--- config.mk ---
export PLATFORM = sky130hd
export DESIGN_NAME = row_scatter_flat
export DESIGN_NICKNAME = d
export VERILOG_FILES = /design/src/rtl/row_scatter_pkg.sv /design/src/rtl/row_scatter_if.sv /design/src/rtl/row_scatter_sel_seq.sv /design/src/rtl/row_scatter.sv /design/src/flat_wrapper.sv
export SDC_FILE = /design/constraint.sdc
export NUM_CORES = 1
export LEC_CHECK = 0
export CELL_PAD_IN_SITES_DETAIL_PLACEMENT = 1
export CELL_PAD_IN_SITES_GLOBAL_PLACEMENT = 1
export CORE_MARGIN = 4
export CORE_UTILIZATION = 35
export DETAILED_ROUTE_END_ITERATION = 16
export GPL_TIMING_DRIVEN = 0
export PLACE_DENSITY_LB_ADDON = 0.1
export SLEW_MARGIN = 20
export SYNTH_ARGS = -nofsm -noshare
export SYNTH_HDL_FRONTEND = slang
export SYNTH_HIERARCHICAL = 1
export SYNTH_SLANG_ARGS = --single-unit
--- constraint.sdc ---
create_clock -name clk -period 24.9 [get_ports clk]
set_input_delay 7.47 -clock clk [delete_from_list [all_inputs] [get_ports clk]]
set_output_delay 7.47 -clock clk [all_outputs]
set_load 0.1 [all_outputs]
--- src/rtl/row_scatter_pkg.sv ---
// Shared types and select-code map for the row register file.
// The row-read mux uses the same encoding, so both sides take it from here.
package row_scatter_pkg;

  localparam int NUM_ROWS = 10;
  localparam int SEL_W    = 4;

  typedef logic [SEL_W-1:0] sel_t;

  typedef enum logic [1:0] {
    ST_IDLE = 2'd0,
    ST_LOAD = 2'd1,
    ST_DONE = 2'd2
  } state_e;

  // Code 7 is reserved by the read side, so rows 7..9 sit one code higher.
  localparam sel_t SEL_ROW0 = 4'd0;
  localparam sel_t SEL_ROW1 = 4'd1;
  localparam sel_t SEL_ROW2 = 4'd2;
  localparam sel_t SEL_ROW3 = 4'd3;
  localparam sel_t SEL_ROW4 = 4'd4;
  localparam sel_t SEL_ROW5 = 4'd5;
  localparam sel_t SEL_ROW6 = 4'd6;
  localparam sel_t SEL_ROW7 = 4'd8;
  localparam sel_t SEL_ROW8 = 4'd9;
  localparam sel_t SEL_ROW9 = 4'd10;

  localparam sel_t SEL_FIRST = SEL_ROW0;
  localparam sel_t SEL_LAST  = SEL_ROW9;

  function automatic sel_t sel_next(sel_t s);
    sel_t n;
    case (s)
      SEL_ROW6: n = SEL_ROW7;
      SEL_LAST: n = SEL_FIRST;
      default:  n = s + 4'd1;
    endcase
    return n;
  endfunction

  function automatic logic [3:0] sel2row(sel_t s);
    return (s > SEL_ROW6) ? s - 4'd1 : s;
  endfunction

endpackage

--- src/rtl/row_scatter_if.sv ---
// Valid/ready input stream feeding the row scatter.
interface row_scatter_if #(parameter int DATA_WIDTH = 32) ();
  logic [DATA_WIDTH-1:0] in_data;
  logic                  in_valid;
  logic                  in_ready;

  modport master (output in_data, output in_valid, input  in_ready);
  modport slave  (input  in_data, input  in_valid, output in_ready);
endinterface

--- src/rtl/row_scatter_sel_seq.sv ---
// Row select sequencer: walks the ten legal select codes, skipping 7.
module row_sel_seq
  import row_scatter_pkg::*;
(
  input  logic clk,
  input  logic rst,
  input  logic clr_i,
  input  logic adv_i,
  output sel_t sel_o,
  output logic last_o
);

  sel_t sel_q, sel_d;

  always_comb begin
    sel_d = sel_q;
    if (clr_i)      sel_d = SEL_FIRST;
    else if (adv_i) sel_d = sel_next(sel_q);
  end

  always_ff @(posedge clk or posedge rst) begin
    if (rst) sel_q <= SEL_FIRST;
    else     sel_q <= sel_d;
  end

  assign sel_o  = sel_q;
  assign last_o = (sel_q == SEL_LAST);

endmodule

--- src/rtl/row_scatter.sv ---
// Loads ten row registers from a valid/ready stream, one row per transfer,
// in select-code order, then pulses done.
module row_scatter
  import row_scatter_pkg::*;
#(
  parameter int DATA_WIDTH = 32
) (
  input  logic                  clk,
  input  logic                  rst,
  input  logic                  ena,
  input  logic                  start,
  row_scatter_if.slave          in_if,
  output logic [DATA_WIDTH-1:0] o0,
  output logic [DATA_WIDTH-1:0] o1,
  output logic [DATA_WIDTH-1:0] o2,
  output logic [DATA_WIDTH-1:0] o3,
  output logic [DATA_WIDTH-1:0] o4,
  output logic [DATA_WIDTH-1:0] o5,
  output logic [DATA_WIDTH-1:0] o6,
  output logic [DATA_WIDTH-1:0] o7,
  output logic [DATA_WIDTH-1:0] o8,
  output logic [DATA_WIDTH-1:0] o9,
  output logic [NUM_ROWS-1:0]   row_valid,
  output logic [SEL_W-1:0]      cur_sel,
  output logic                  busy,
  output logic                  done
);

  state_e                               state_q;
  logic                                 busy_q, done_q;
  logic [NUM_ROWS-1:0]                  row_valid_q;
  logic [NUM_ROWS-1:0][DATA_WIDTH-1:0]  rows_q;
  logic [NUM_ROWS-1:0]                  wr_en;
  sel_t                                 sel;
  logic                                 sel_last;
  logic                                 sel_clr;
  logic                                 xfer;
  logic [3:0]                           wr_row;

  assign in_if.in_ready = (state_q == ST_LOAD) && ena;
  assign xfer           = in_if.in_ready && in_if.in_valid;
  assign sel_clr        = (state_q == ST_IDLE) && start && ena;
  assign wr_row         = sel2row(sel);

  row_sel_seq u_sel (
    .clk    (clk),
    .rst    (rst),
    .clr_i  (sel_clr),
    .adv_i  (xfer),
    .sel_o  (sel),
    .last_o (sel_last)
  );

  always_ff @(posedge clk or posedge rst) begin
    if (rst) begin
      state_q     <= ST_IDLE;
      busy_q      <= 1'b0;
      done_q      <= 1'b0;
      row_valid_q <= '0;
    end else begin
      case (state_q)
        ST_IDLE: begin
          if (start && ena) begin
            state_q     <= ST_LOAD;
            busy_q      <= 1'b1;
            row_valid_q <= '0;
          end
        end
        ST_LOAD: begin
          if (xfer) begin
            row_valid_q <= row_valid_q | wr_en;
            if (sel_last) begin
              state_q <= ST_DONE;
              busy_q  <= 1'b0;
              done_q  <= 1'b1;
            end
          end
        end
        ST_DONE: begin
          state_q <= ST_IDLE;
          done_q  <= 1'b0;
        end
        default: begin
          state_q <= ST_IDLE;
          busy_q  <= 1'b0;
          done_q  <= 1'b0;
        end
      endcase
    end
  end

  // One-hot write strobe keeps every other row untouched on a transfer edge.
  for (genvar g = 0; g < NUM_ROWS; g++) begin : g_row
    assign wr_en[g] = xfer && (wr_row == 4'(g));

    always_ff @(posedge clk or posedge rst) begin
      if (rst)          rows_q[g] <= '0;
      else if (wr_en[g]) rows_q[g] <= in_if.in_data;
    end
  end

  assign o0        = rows_q[0];
  assign o1        = rows_q[1];
  assign o2        = rows_q[2];
  assign o3        = rows_q[3];
  assign o4        = rows_q[4];
  assign o5        = rows_q[5];
  assign o6        = rows_q[6];
  assign o7        = rows_q[7];
  assign o8        = rows_q[8];
  assign o9        = rows_q[9];
  assign row_valid = row_valid_q;
  assign cur_sel   = sel;
  assign busy      = busy_q;
  assign done      = done_q;

endmodule

--- src/flat_wrapper.sv ---
// flat-port wrapper written by rule: the top's interface ports become plain ports
module row_scatter_flat import row_scatter_pkg::*;
#(
  parameter int DATA_WIDTH = 32
)
  (clk, rst, ena, start, o0, o1, o2, o3, o4, o5, o6, o7, o8, o9, row_valid, cur_sel, busy, done, in_if_in_data, in_if_in_valid, in_if_in_ready);
  row_scatter_if #(.DATA_WIDTH(DATA_WIDTH)) in_if_i ();
  input  logic clk;
  input  logic rst;
  input  logic ena;
  input  logic start;
  output logic [DATA_WIDTH-1:0] o0;
  output logic [DATA_WIDTH-1:0] o1;
  output logic [DATA_WIDTH-1:0] o2;
  output logic [DATA_WIDTH-1:0] o3;
  output logic [DATA_WIDTH-1:0] o4;
  output logic [DATA_WIDTH-1:0] o5;
  output logic [DATA_WIDTH-1:0] o6;
  output logic [DATA_WIDTH-1:0] o7;
  output logic [DATA_WIDTH-1:0] o8;
  output logic [DATA_WIDTH-1:0] o9;
  output logic [NUM_ROWS-1:0] row_valid;
  output logic [SEL_W-1:0] cur_sel;
  output logic busy;
  output logic done;
  input wire logic [$bits(in_if_i.in_data)-1:0] in_if_in_data;
  input wire logic [$bits(in_if_i.in_valid)-1:0] in_if_in_valid;
  output wire logic [$bits(in_if_i.in_ready)-1:0] in_if_in_ready;
  assign in_if_i.in_data = in_if_in_data;
  assign in_if_i.in_valid = in_if_in_valid;
  assign in_if_in_ready = in_if_i.in_ready;
  row_scatter #(.DATA_WIDTH(DATA_WIDTH)) u_core (.clk(clk), .rst(rst), .ena(ena), .start(start), .in_if(in_if_i), .o0(o0), .o1(o1), .o2(o2), .o3(o3), .o4(o4), .o5(o5), .o6(o6), .o7(o7), .o8(o8), .o9(o9), .row_valid(row_valid), .cur_sel(cur_sel), .busy(busy), .done(done));
endmodule
Yosys cells after proc, flatten, opt, wreduce, memory -nomap -nowiden
Index checks and enable logic that the tools add are counted.

operators by class
  equal/unequal tests = 16
  shift operators = 0
  $lt $le $gt $ge = 1
  reductions and logical operators = 23
  multipliers = 0
  bitwise logic cells = 3
  divide/modulo/power cells = 0
  $add $sub $neg = 2
  multiplexer cells = 18

operators by type and width
  cell                                                   count
  == test 4 x 3 -> 1 bit, second input constant          5
  2-to-1 mux 10 bit                                      2
  one-hot mux 10 bit (2 select lines)                    1
  logical AND 1 bit                                      15
  == test 4 bit, second input constant                   3
  2-to-1 mux 4 bit                                       3
  bitwise OR 10 bit                                      1
  AND reduction 3 bit                                    3
  == test 4 x 2 -> 1 bit, second input constant          2
  one-hot mux 4 bit (2 select lines)                     1
  2-to-1 mux 2 bit                                       3
  2-to-1 mux 1 bit                                       5
  adder 4 x 1 -> 4 bit, second input constant            1
  == test 4 x 1 -> 1 bit, second input constant          1
  > comparator 4 x 3 -> 1 bit, second input constant     1
  logical NOT 4 bit                                      1
  inequality test 2 x 1 -> 1 bit, second input constant  2
  one-hot mux 2 bit (2 select lines)                     1
  AND reduction 4 bit                                    1
  nonzero test 2 bit                                     2
  subtractor 4 x 1 -> 4 bit, second input constant       1
  one-hot mux 1 bit (3 select lines)                     1
  == test 2 x 1 -> 1 bit, second input constant          1
  == test 2 bit, second input constant                   1
  4 further kinds                                        5

storage, ports and cells
  latch bits = 0
  memory bits (writable) = 0
  memory bits (read-only) = 0
  memories = 0
  flip-flop bits (word level) = 338

Depth between registers and ports, before layout
  depth in word-level cells = 7
  mapped depth = 10
  depth with buffers taken out = 7

Cells and area by module
Netlist, hierarchy kept.

modules (own cells, without submodules)
  module       cells each  instances  area each (um^2)  seq. area each (um^2)
  row_scatter  791         1          12797.3           8358.0
  row_sel_seq  31          1          265.3             100.1

Least setup slack after synthesis
Ideal clock, no wire load.

  path kind = input-to-output
  from = input port ena
  to = output port in_if_in_ready
  required time = 17430 ps
  stages = 1
  setup slack = 9193 ps
  path buffers = 0
  arrival time = 8237 ps
  cells stage by stage = and3_1

between the ends
  word-level cells in the longest chain between the ends = 1

ends and longest elaborated chain
  what               RTL line            text
  from (decl)        flat_wrapper.sv:10  input logic ena;
  logical AND 1 bit  row_scatter.sv:40   assign in_if.in_ready = (state_q == ST_LOAD) && ena;
  to (decl)          flat_wrapper.sv:28  output wire logic [$bits(in_if_i.in_ready)-1:0] in_if_in_ready;

Every way passes these cells.

Final worst setup path
Same ends and word-level chain as after synthesis.

==> summary.txt <==
ROUTE
-----------------------------------------------------------------------------------------------------
Final antenna-violating net count                                                                   0
Routed Wire Length                                                                            39.5 mm
DRC violation total after the first TritonRoute iteration                                         249
Post-DR wirelength/cell                                                                       23.2 um
Routed via count                                                                                 8244
DRC violation count after routing                                                                   0
Iteration count of the initial detailed-routing pass                                                4
Via count normalized by instance count                                                           4.84

TIMING
-----------------------------------------------------------------------------------------------------
RSZ-0062 raised after global routing                                                            false
Setup_tns                                                                                        0 ns
Count of endpoints failing hold in the final timing report                                          0
Fin crit period                                                                              16.72 ns
Worst hold margin                                                                            0.484 ns
Actual transition at the worst max-transition pin                                             1.10 ns
Final worst setup slack                                                                       8.18 ns
Number of max-slew violations in the final report                                                   0
Setup-violating endpoint count in the final report                                                  0
Final Cycle Share                                                                               0.671
Peak Freq                                                                                    59.8 MHz
Max-slew headroom at the worst pin                                                              0.267
Max Clock Skew                                                                              0.0140 ns

WORST SETUP PATH
-----------------------------------------------------------------------------------------------------
Startpoint of the most critical setup path                                                        ena
Maximum cell stage delay along the critical path                                              1.12 ns
Crit Path Max Fanout                                                                                3
Kind of start point of the critical path                                                   input port
Worst r2r src                                                                            u_core/u_sel/sel_o[0]
Worst reg2reg path depth                                                                            9
Critical Setup Path Class                                                                input port to primary output
Worst path cell trace                                                                    clkdlybuf4s50_1 -> and3_1 -> clkdlybuf4s50_1
Arrival time at the worst endpoint                                                            9.25 ns
Endpoint of the worst-slack reg-to-reg timing path                                       u_core/o7[0]
Master of the slowest instance on the critical path                                      sky130_fd_sc_hd__clkdlybuf4s50_1
Data required time at the worst endpoint                                                     17.43 ns
Worst Setup End Kind                                                                     primary output
Setup slack of the most critical reg-to-reg path                                             21.66 ns
Crit-path most repeated cell                                                             sky130_fd_sc_hd__clkdlybuf4s50_1

LOGIC SYNTHESIS
-----------------------------------------------------------------------------------------------------
Post-synthesis sequential area ratio                                                            0.648
Ranking of synthesized cells by area                                                     sky130_fd_sc_hd__dfrtp_1, sky130_fd_sc_hd__mux2_2, sky130_fd_sc_hd__mux2_1
Post-synthesis share of cell area spent on full adders, half adders and majority gates        0.00383
Post-synthesis share of cell area spent on and, or, nand and nor gates                         0.0205
Number of distinct standard cells referenced by the synthesized netlist                            48
Warning count from the yosys run                                                                    6
Cell Area, Synth                                                                          0.0131 mm^2
Post-synthesis share of cell area spent on xor and xnor gates                                0.000670
Yosys top cell by area                                                                   sky130_fd_sc_hd__dfrtp_1
Nets in the synthesized netlist                                                                   863
Area fraction in compound gates after synthesis                                                0.0210
Syn Inst Count                                                                                    822
Post-synthesis average cell area                                                            15.9 um^2
Async SR Flop Fraction                                                                           1.00
Post-synth top area share                                                                       0.648
Combinational family with the most area after synthesis                                  multiplexers
Synth Register Bits                                                                               338
Number of synthesized flops with an enable pin                                                      0
Most frequently used cell type in the post-synthesis netlist                             sky130_fd_sc_hd__dfrtp_1
Most frequent cells after synthesis                                                      sky130_fd_sc_hd__dfrtp_1, sky130_fd_sc_hd__mux2_2, sky130_fd_sc_hd__buf_1, sky130_fd_sc_hd__buf_2, sky130_fd_sc_hd__mux2_1
Multiplexer fraction of the synthesized cell area                                               0.276
Post-synth top flop                                                                      sky130_fd_sc_hd__dfrtp_1

CLOCK NETWORK
-----------------------------------------------------------------------------------------------------
CTS tree                                                                                         done
PostCTS Resize Cnt                                                                                  0
Clock tree buffer depth                                                                             3
Cts bufs inserted                                                                                  39
Clock tree sinks                                                                                  338
Clk Latency, worst-skew pair                                                                  0.54 ns
Library cell used as clock root buffer                                                   sky130_fd_sc_hd__clkbuf_16
Total of hold buffers inserted after clock tree synthesis                                           0
Post-CTS setup repair buffer count                                                                  0
H-tree depth                                                                                        2
Clk slew on worst S/H paths                                                                   0.05 ns

FLOORPLAN
-----------------------------------------------------------------------------------------------------
Die H                                                                                          201 um
DIE AREA                                                                                  0.0405 mm^2
Placement Rows                                                                                     70
Ports                                                                                             374
Chip width                                                                                     201 um
Starting utilization of the core area                                                           0.356
Total core area                                                                           0.0367 mm^2

PLACEMENT
-----------------------------------------------------------------------------------------------------
Detailed-placement wirelength estimate                                                        27.7 mm
Final Wtd Congestion                                                                            0.737
Post-Place Worst Slack                                                                        8.18 ns
# port buffers                                                                                    341
Cell count after placement                                                                       1634

GRT
-----------------------------------------------------------------------------------------------------
Via count of the first global-routing pass                                                       9100
Antenna violations before repair                                                                    0
Global-route wire length before repair                                                        59.9 mm
Pin count of the biggest net entering global routing                                              100
Total track usage                                                                               0.193
Global route total overflow                                                                         0

FINAL LAYOUT
-----------------------------------------------------------------------------------------------------
Filler cell count                                                                                3603
Proportion of layout cells with a drive suffix above 1                                          0.333
Final Non-Filler Cells                                                                           1704
Synthesis-to-finish area growth                                                                 41.5%
Net count of the finished layout                                                                 1248
Diodes inserted                                                                                     0

MIN PATH
-----------------------------------------------------------------------------------------------------
Start point of the worst hold path                                                        u_core/busy
Cells on Worst Hold Path                                                                            1
Worst hold path class                                                                    flip-flop to flip-flop
Hold Path End                                                                             u_core/busy

STATUS
-----------------------------------------------------------------------------------------------------
Outcome                                                                                  finished, final reports clean

FLOW RUN
-----------------------------------------------------------------------------------------------------
Maxcap violations                                                                                   0

## state kept, by name (all words and copies together) (netlist names), 32 cells and up
name       cells
u_core/o4     32
u_core/o2     32
u_core/o0     32
u_core/o5     32
u_core/o9     32
u_core/o3     32
u_core/o8     32
u_core/o7     32
u_core/o1     32
u_core/o6     32
## worst max-delay path: cells and delay by family
kind          cells  cell delay, ns
buf+inv           2            1.62
simple gates      1            0.15
## cells in the final DEF, fill, tap and decap left out, drive strengths merged, types with 3 or more instances in the layout
| master | instances |
|---|---|
| ha | 4 |
| nand2b | 3 |
| nor2b | 3 |
| a21oi | 6 |
| mux2 | 320 |
| clkdlybuf4s50 | 341 |
| bufinv | 5 |
| nand2 | 7 |
| buf | 69 |
| dfrtp | 338 |
| nor3 | 3 |
| o31ai | 4 |
| a21o | 5 |
| clkinv | 8 |
| inv | 13 |
| clkbuf | 60 |
| o21ba | 3 |
| nor2 | 14 |
## how the worst max path moves through the flow
stage / to / slack [ns] / depth (start not counted)
4_1_cts: in_if_in_ready / 8.18 / 3
6_report: in_if_in_ready / 8.18 / 3
5_1_grt: in_if_in_ready / 8.15 / 3
2_1_floorplan: u_core/busy / 8.18 / 1
3_3_place_gp: u_core/o7[19] / 3.32 / 2
3_5_place_dp: in_if_in_ready / 8.18 / 3
## per-layer routing
metal | GRT usage | vias to the layer above | wire [um]
met3 | 0.0688 | 48 | 3090
met4 | 0.0576 | 0 | 939
met2 | 0.318 | 233 | 19100
li1 | - | 3643 | -
met1 | 0.240 | 4320 | 16400
met5 | 0 | - | 0
## through the flow
| step | util | instance area [um^2] |
|---|---|---|
| after floorplan | - | 13100 |
| after global placement | 0.465 | 17100 |
| after detailed placement | 0.467 | 17200 |
| after CTS | 0.504 | 18500 |
| after global routing | 0.504 | 18500 |
| final | 0.504 | 18500 |
## cell type report
type,count,area [um^2],share of cell area
clock inverter,14,199,0.0108
timing repair buffer,344,3500,0.189
multi-input combinational,402,4200,0.227
inverter,12,52.6,0.00284
buffer,70,355,0.0192
sequential,338,8460,0.458
tap,468,586,0.0317
clock buffer,56,1130,0.0611
## cell families (layout without fill, tap and decap cells)
group,count (synthesis),count (layout)
AO/OA/AOI/OAI,33,33
XOR/XNOR,1,1
adder cells (fa/ha/maj),4,4
buffers and inverters,82,496
flip-flops,338,338
multiplexers,320,320
AND/OR/NAND/NOR,44,44
Power is not shown: default switching activity piles up to over one toggle a cycle in this logic, so the estimate is an artifact.
